**src/rtl/mem_arbiter_if.sv**
```systemverilog
// Bus bundle between the arbiter, the datapath request ports and the single-ported RAM.
// slave is the arbiter's view; master is the environment (datapath, control unit, RAM).
interface mem_arbiter_if;
  logic        halt;
  logic        iREN;
  logic [31:0] iaddr;
  logic [31:0] iload;
  logic        ihit;
  logic        dREN;
  logic        dWEN;
  logic [31:0] daddr;
  logic [31:0] dstore;
  logic [31:0] dload;
  logic        dhit;
  logic        ram_REN;
  logic        ram_WEN;
  logic [31:0] ram_addr;
  logic [31:0] ram_store;
  logic [31:0] ram_load;
  logic        ram_ready;
  logic        busy;
  logic        err;

  modport slave (
    input  halt, iREN, iaddr, dREN, dWEN, daddr, dstore, ram_load, ram_ready,
    output iload, ihit, dload, dhit, ram_REN, ram_WEN, ram_addr, ram_store, busy, err
  );

  modport master (
    output halt, iREN, iaddr, dREN, dWEN, daddr, dstore, ram_load, ram_ready,
    input  iload, ihit, dload, dhit, ram_REN, ram_WEN, ram_addr, ram_store, busy, err
  );
endinterface

```
**src/rtl/mem_arbiter.sv**
```systemverilog
// Sequential fetch/data arbiter for a single-ported RAM: one registered access in flight,
// data before fetch, one-cycle hit pulses and a sticky watchdog trap for a silent RAM.
module mem_arbiter #(
  parameter int TIMEOUT = 255,
  parameter int CNT_W   = 8
) (
  input  logic          CLK,
  input  logic          RST,
  mem_arbiter_if.slave  bus
);

  typedef enum logic [1:0] {IDLE, IREQ, DREQ, ERR} state_t;

  state_t            state_q, state_d;
  logic [CNT_W-1:0]  cnt_q, cnt_d;
  logic              ram_ren_q, ram_ren_d;
  logic              ram_wen_q, ram_wen_d;
  logic [31:0]       ram_addr_q, ram_addr_d;
  logic [31:0]       ram_store_q, ram_store_d;
  logic [31:0]       iload_q, iload_d;
  logic [31:0]       dload_q, dload_d;
  logic              ihit_q, ihit_d;
  logic              dhit_q, dhit_d;
  logic              busy_q, busy_d;
  logic              err_q, err_d;
  logic              wait_expired;

  // The current cycle is the TIMEOUT-th cycle the access has waited.
  assign wait_expired = ({1'b0, cnt_q} + (CNT_W+1)'(1)) == (CNT_W+1)'(TIMEOUT);

  always_comb begin
    state_d     = state_q;
    cnt_d       = cnt_q;
    ram_ren_d   = ram_ren_q;
    ram_wen_d   = ram_wen_q;
    ram_addr_d  = ram_addr_q;
    ram_store_d = ram_store_q;
    iload_d     = iload_q;
    dload_d     = dload_q;
    ihit_d      = 1'b0;
    dhit_d      = 1'b0;
    err_d       = err_q;

    unique case (state_q)
      IDLE: begin
        // The hit cycle is a dead cycle so the requester can retire its request.
        if (!ihit_q && !dhit_q) begin
          if (bus.dWEN) begin
            state_d     = DREQ;
            ram_addr_d  = bus.daddr;
            ram_store_d = bus.dstore;
            ram_wen_d   = 1'b1;
            ram_ren_d   = 1'b0;
            cnt_d       = '0;
          end else if (bus.dREN) begin
            state_d     = DREQ;
            ram_addr_d  = bus.daddr;
            ram_ren_d   = 1'b1;
            ram_wen_d   = 1'b0;
            cnt_d       = '0;
          end else if (bus.iREN && !bus.halt) begin
            state_d     = IREQ;
            ram_addr_d  = bus.iaddr;
            ram_ren_d   = 1'b1;
            ram_wen_d   = 1'b0;
            cnt_d       = '0;
          end
        end
      end

      IREQ, DREQ: begin
        if (bus.ram_ready) begin
          state_d   = IDLE;
          ram_ren_d = 1'b0;
          ram_wen_d = 1'b0;
          cnt_d     = '0;
          if (state_q == IREQ) begin
            ihit_d  = 1'b1;
            iload_d = bus.ram_load;
          end else begin
            dhit_d = 1'b1;
            if (!ram_wen_q) dload_d = bus.ram_load;
          end
        end else if (wait_expired) begin
          state_d   = ERR;
          ram_ren_d = 1'b0;
          ram_wen_d = 1'b0;
          cnt_d     = '0;
          err_d     = 1'b1;
        end else begin
          cnt_d = cnt_q + CNT_W'(1);
        end
      end

      ERR: begin
        ram_ren_d = 1'b0;
        ram_wen_d = 1'b0;
        err_d     = 1'b1;
      end

      default: state_d = IDLE;
    endcase

    busy_d = (state_d == IREQ) || (state_d == DREQ);
  end

  always_ff @(posedge CLK) begin
    if (RST) begin
      state_q     <= IDLE;
      cnt_q       <= '0;
      ram_ren_q   <= 1'b0;
      ram_wen_q   <= 1'b0;
      ram_addr_q  <= '0;
      ram_store_q <= '0;
      iload_q     <= '0;
      dload_q     <= '0;
      ihit_q      <= 1'b0;
      dhit_q      <= 1'b0;
      busy_q      <= 1'b0;
      err_q       <= 1'b0;
    end else begin
      state_q     <= state_d;
      cnt_q       <= cnt_d;
      ram_ren_q   <= ram_ren_d;
      ram_wen_q   <= ram_wen_d;
      ram_addr_q  <= ram_addr_d;
      ram_store_q <= ram_store_d;
      iload_q     <= iload_d;
      dload_q     <= dload_d;
      ihit_q      <= ihit_d;
      dhit_q      <= dhit_d;
      busy_q      <= busy_d;
      err_q       <= err_d;
    end
  end

  assign bus.ram_REN   = ram_ren_q;
  assign bus.ram_WEN   = ram_wen_q;
  assign bus.ram_addr  = ram_addr_q;
  assign bus.ram_store = ram_store_q;
  assign bus.iload     = iload_q;
  assign bus.dload     = dload_q;
  assign bus.ihit      = ihit_q;
  assign bus.dhit      = dhit_q;
  assign bus.busy      = busy_q;
  assign bus.err       = err_q;

endmodule

```
**src/flat_wrapper.sv**
```systemverilog
// flat-port wrapper written by rule: the top's interface ports become plain ports
module mem_arbiter_flat 
#(
  parameter int TIMEOUT = 255,
  parameter int CNT_W   = 8
)
  (CLK, RST, bus_halt, bus_iREN, bus_iaddr, bus_dREN, bus_dWEN, bus_daddr, bus_dstore, bus_ram_load, bus_ram_ready, bus_iload, bus_ihit, bus_dload, bus_dhit, bus_ram_REN, bus_ram_WEN, bus_ram_addr, bus_ram_store, bus_busy, bus_err);
  mem_arbiter_if bus_i ();
  input  logic CLK;
  input  logic RST;
  input wire logic [$bits(bus_i.halt)-1:0] bus_halt;
  input wire logic [$bits(bus_i.iREN)-1:0] bus_iREN;
  input wire logic [$bits(bus_i.iaddr)-1:0] bus_iaddr;
  input wire logic [$bits(bus_i.dREN)-1:0] bus_dREN;
  input wire logic [$bits(bus_i.dWEN)-1:0] bus_dWEN;
  input wire logic [$bits(bus_i.daddr)-1:0] bus_daddr;
  input wire logic [$bits(bus_i.dstore)-1:0] bus_dstore;
  input wire logic [$bits(bus_i.ram_load)-1:0] bus_ram_load;
  input wire logic [$bits(bus_i.ram_ready)-1:0] bus_ram_ready;
  output wire logic [$bits(bus_i.iload)-1:0] bus_iload;
  output wire logic [$bits(bus_i.ihit)-1:0] bus_ihit;
  output wire logic [$bits(bus_i.dload)-1:0] bus_dload;
  output wire logic [$bits(bus_i.dhit)-1:0] bus_dhit;
  output wire logic [$bits(bus_i.ram_REN)-1:0] bus_ram_REN;
  output wire logic [$bits(bus_i.ram_WEN)-1:0] bus_ram_WEN;
  output wire logic [$bits(bus_i.ram_addr)-1:0] bus_ram_addr;
  output wire logic [$bits(bus_i.ram_store)-1:0] bus_ram_store;
  output wire logic [$bits(bus_i.busy)-1:0] bus_busy;
  output wire logic [$bits(bus_i.err)-1:0] bus_err;
  assign bus_i.halt = bus_halt;
  assign bus_i.iREN = bus_iREN;
  assign bus_i.iaddr = bus_iaddr;
  assign bus_i.dREN = bus_dREN;
  assign bus_i.dWEN = bus_dWEN;
  assign bus_i.daddr = bus_daddr;
  assign bus_i.dstore = bus_dstore;
  assign bus_i.ram_load = bus_ram_load;
  assign bus_i.ram_ready = bus_ram_ready;
  assign bus_iload = bus_i.iload;
  assign bus_ihit = bus_i.ihit;
  assign bus_dload = bus_i.dload;
  assign bus_dhit = bus_i.dhit;
  assign bus_ram_REN = bus_i.ram_REN;
  assign bus_ram_WEN = bus_i.ram_WEN;
  assign bus_ram_addr = bus_i.ram_addr;
  assign bus_ram_store = bus_i.ram_store;
  assign bus_busy = bus_i.busy;
  assign bus_err = bus_i.err;
  mem_arbiter #(.TIMEOUT(TIMEOUT), .CNT_W(CNT_W)) u_core (.CLK(CLK), .RST(RST), .bus(bus_i));
endmodule
```
**config.mk**
```make
export PLATFORM = sky130hd
export DESIGN_NAME = mem_arbiter_flat
export DESIGN_NICKNAME = d
export VERILOG_FILES = /design/src/rtl/mem_arbiter_if.sv /design/src/rtl/mem_arbiter.sv /design/src/flat_wrapper.sv
export SDC_FILE = /design/constraint.sdc
export NUM_CORES = 1
export LEC_CHECK = 0
export CORE_MARGIN = 3
export CORE_UTILIZATION = 41
export DETAILED_ROUTE_END_ITERATION = 7
export PLACE_DENSITY = 0.79
export RECOVER_POWER = 50
export SLEW_MARGIN = 20
export SYNTH_ARGS = -nofsm -noshare
export SYNTH_HDL_FRONTEND = slang
export SYNTH_SLANG_ARGS = --single-unit
```
**constraint.sdc**
```tcl
create_clock -name CLK -period 2.55 [get_ports CLK]
set_clock_uncertainty 0.2 [all_clocks]
set_input_delay 0.51 -clock CLK [delete_from_list [all_inputs] [get_ports CLK]]
set_output_delay 0.51 -clock CLK [all_outputs]
set_load 0.02 [all_outputs]
```
==> results by stage <==
Clocking:
- The clock tree buffer depth is 2.
- The TritonCTS clock tree is built.
- The root buffer cell chosen for the clock tree is clkbuf_16.
- The hold buffer count at cts is 0.
- The CTS sink count is 144.
- The number of instances resized during post-cts repair is 0.
- The register clock-pin slew on the reported worst setup and hold paths is 0.06 ns.
- Buffers inserted during clock tree synthesis total 17.
- The clock latency of the later-clocked register in the worst-skew pair is 0.42 ns.
- After clock tree synthesis, the setup repair step added 0 buffers.
- The H-tree level count is 4.

Yosys:
- In this run the cell area of the synthesized design comes to 5640 µm².
- The synthesized design contains 144 register bits.
- Sequential cells were found to cover 51.1% of the synthesized design area.
- Yosys mapped a number of flops with a built-in enable equal to 0.
- After technology mapping, the gate count stands at 718.
- The synthesized net count is 859.
- The share of flip-flops with an asynchronous set or reset after synthesis is 0%.
- Yosys printed 0 warnings.
- The predominant post-synthesis flop cell is dfxtp_1.
- After synthesis, the mean cell area works out to 7.86 µm².
- The unique cell type count in the Yosys netlist is 46.

Layout:
- 0 antenna diodes ended up in the layout.
- The filler cells instantiated in the layout total 1087.
- The most frequent standard cell in the layout excluding fill and tap cells is nand2_1.
- At the end of the flow, the number of nets in the layout was 1106.
- The final core utilization is 68.0%.
- The area added between synthesis and finish is 61.0%.
- The top cell types in the final layout, fill and taps aside, are nand2_1, clkdlybuf4s50_1, dfxtp_1, a21oi_1, nor2_1.
- The post-route netlist has 5.93% of its cells at a drive strength greater than 1.

Placement:
- The post-DP HPWL is 12.7 mm.
- Input and output buffers added on the ports amount to 268.
- The congestion estimate from routability-driven global placement came to 0.849.

Power and ir drop:
- The net switching power is 1.71 mW.
- For this design the static power due to leakage is 3.38 nW.
- The part of the power in the clock network is 39.9%.
- The maximum resistive drop on vdd is 535 µV.
- The power per standard cell area is 677 nW/µm².
- Combinational cells account for 19.7% of the total power.
- Of the total power, the share spent switching nets is 27.8%.
- The internal portion of the total power is 4.44 mW.
- The relative contribution of sequential cells to total power is 40.4%.

Min path:
- The worst min-delay path class is register to register.

Floorplan:
- The die is 123 µm wide.
- The die covers 15200 µm².
- In this run the count of I/O pins placed on the die edge is 269.
- Once the floorplan was initialized, standard cells occupied 42.3% of the core.
- The floorplan has 42 rows.
- The core region is 13300 µm².
- The die height is 123 µm.

Routing:
- In the routed design, unresolved DRC markers number 0.
- The total via count after detailed routing is 5808.
- After the first detailed-routing iteration, the DRC count stood at 454.
- The mean routed wirelength per cell is 15.8 µm.
- After detailed routing, the total wire length is 18.2 mm.
- The detail-routed via count per cell is 5.03.
- The number of nets with antenna violations after detailed routing is 0.
- The total iterations of the first detailed-routing run is 7.

Timing:
- The count of final hold-check violations was 0.
- Dividing the final minimum period by the clock period gives 88.3%.
- After layout, the minimum clock period comes to 2.25 ns.
- Timing would allow up to 0.444 GHz.
- Setup repair after global routing left no endpoint under its margin.
- The headroom to the max-slew limit is 52.2%.
- The final max-slew violation count is 0.
- Setup violations remaining at the end of the flow were counted as 0.
- For the pin with the worst max-slew slack, the measured transition is 0.717 ns.
- The worst hold slack across all endpoints is 0.247 ns.

Global route:
- The largest net degree at the start of global routing is 89.
- The first-pass GRT wire length is 27.8 mm.
- The total track usage is 23.4%.
- The leftover overflow at the end of global routing is 0.
- The via count of the first global-routing pass is 5460.
- The number of antenna violations at the first check in global routing is 0.

Setup path:
- The kind of end point of the critical path is a register.
- Setup slack on the worst reg-to-reg path comes out at 0.34 ns.
- For the worst setup path, the data required time is 2.66 ns.
- The maximum fanout encountered on the critical timing path is 26.
- STA classifies the critical path startpoint as an input pin.
- The worst setup path is of the input pin to register kind.
- The critical path data arrival time is 2.37 ns.

Job:
- The tool flagged a number of max-cap violations equal to 0.

Outcome:
- The flow ran to the end, and the final reports show no timing, DRC or antenna violations.
[power by group through the flow]
stage,sequential [mW],combinational (mW),clock (mW)
6_report,2.48,1.21,2.45
5_1_grt,2.50,1.31,2.59
4_1_cts,2.48,1.25,2.49
3_5_place_dp,2.53,1.25,0
3_3_place_gp,2.53,1.24,0
2_1_floorplan,2.71,0.408,0
[logic make-up (layout without fill, tap and decap cells)]
kind of cell / Yosys count / in the layout / share of synthesized area, %
adder cells (fa/ha/maj): 6 / 6 / 1.33
buffers and inverters: 64 / 324 / 4.37
AO/OA/AOI/OAI: 189 / 189 / 20.5
AND/OR/NAND/NOR: 311 / 311 / 22.0
XOR/XNOR: 3 / 3 / 0.466
multiplexers: 1 / 1 / 0.177
flip-flops: 144 / 144 / 51.1
[through the flow]
| step | area [µm²] | std cells | total power [mW] | setup slack, ns | setup TNS [ns] |
|---|---|---|---|---|---|
| detailed placement | 8520 | 1122 | 3.78 | -0.00730 | -0.00730 |
| CTS | 9110 | 1154 | 6.23 | 0.235 | 0 |
| global placement | 8520 | 1122 | 3.76 | 0.0121 | 0 |
| finish | 9080 | 1154 | 6.15 | 0.297 | 0 |
| floorplan | 5640 | 718 | 3.12 | 0.395 | 0 |
| global route | 9080 | 1154 | 6.40 | 0.126 | 0 |
[registers in the layout, indices dropped and copies added (netlist names)]
name,count
u_core.bus.ram_WEN,1
u_core.bus.ihit,1
u_core.state_q,2
u_core.bus.iload,32
u_core.bus.dhit,1
u_core.bus.dload,32
u_core.cnt_q,8
u_core.bus.ram_addr,32
u_core.bus.busy,1
u_core.bus.ram_store,32
u_core.bus.err,1
u_core.bus.ram_REN,1
[layer usage]
| metal | track usage, % | part of all wire [%] | vias up |
|---|---|---|---|
| met1 | 27.1 | 39 | 2641 |
| li1 | - | - | 2923 |
| met4 | 6.99 | 2.0 | 0 |
| met2 | 38.3 | 48 | 219 |
| met5 | 0 | 0 | - |
| met3 | 11.3 | 11 | 25 |
[worst paths after layout]
check	start	to	depth (start not counted)
hold reg to reg	u_core.bus.iload[12]$_SDFFE_PP0P_	u_core.bus.iload[12]$_SDFFE_PP0P_	2
setup reg to reg	u_core.state_q[1]$_SDFF_PP0_	u_core.bus.ram_addr[23]$_SDFFE_PP0P_	7
hold / removal	u_core.bus.iload[12]$_SDFFE_PP0P_	u_core.bus.iload[12]$_SDFFE_PP0P_	2
setup / recovery	bus_iREN	u_core.bus.ram_addr[23]$_SDFFE_PP0P_	7
[synth_stat cells (3+ instances only)]
library cell  instances  area (µm²)
nand2_1             235         882
dfxtp_1             144        2880
a21oi_1              99         495
clkbuf_1             47         176
nor2_1               46         173
o21ai_0              38         190
a311oi_1             32         280
inv_1                10        37.5
ha_1                  6        75.1
nand3_1               6        30.0
nor3_1                5        25.0
buf_2                 4        20.0
a221o_1               3        30.0
and3_1                3        18.8
or3_1                 3        18.8
[final cells by class]
cell class	count	area [µm²]	share of cell area, %
tap	176	220	2.43
sequential	144	2880	31.8
timing repair buffer	282	2840	31.3
clock buffer	17	425	4.69
multi-input combinational	510	2510	27.7
clock inverter	15	161	1.78
inverter	10	37.5	0.413
[worst max-delay path: stages]
cell	delay [ns]
clkdlybuf4s50_1	0.46
nor2b_1	0.23
nor3_1	0.09
nor2_1	0.22
clkbuf_2	0.48
nor2_1	0.07
a311oi_1	0.28
(Power assumes the default switching activity.)
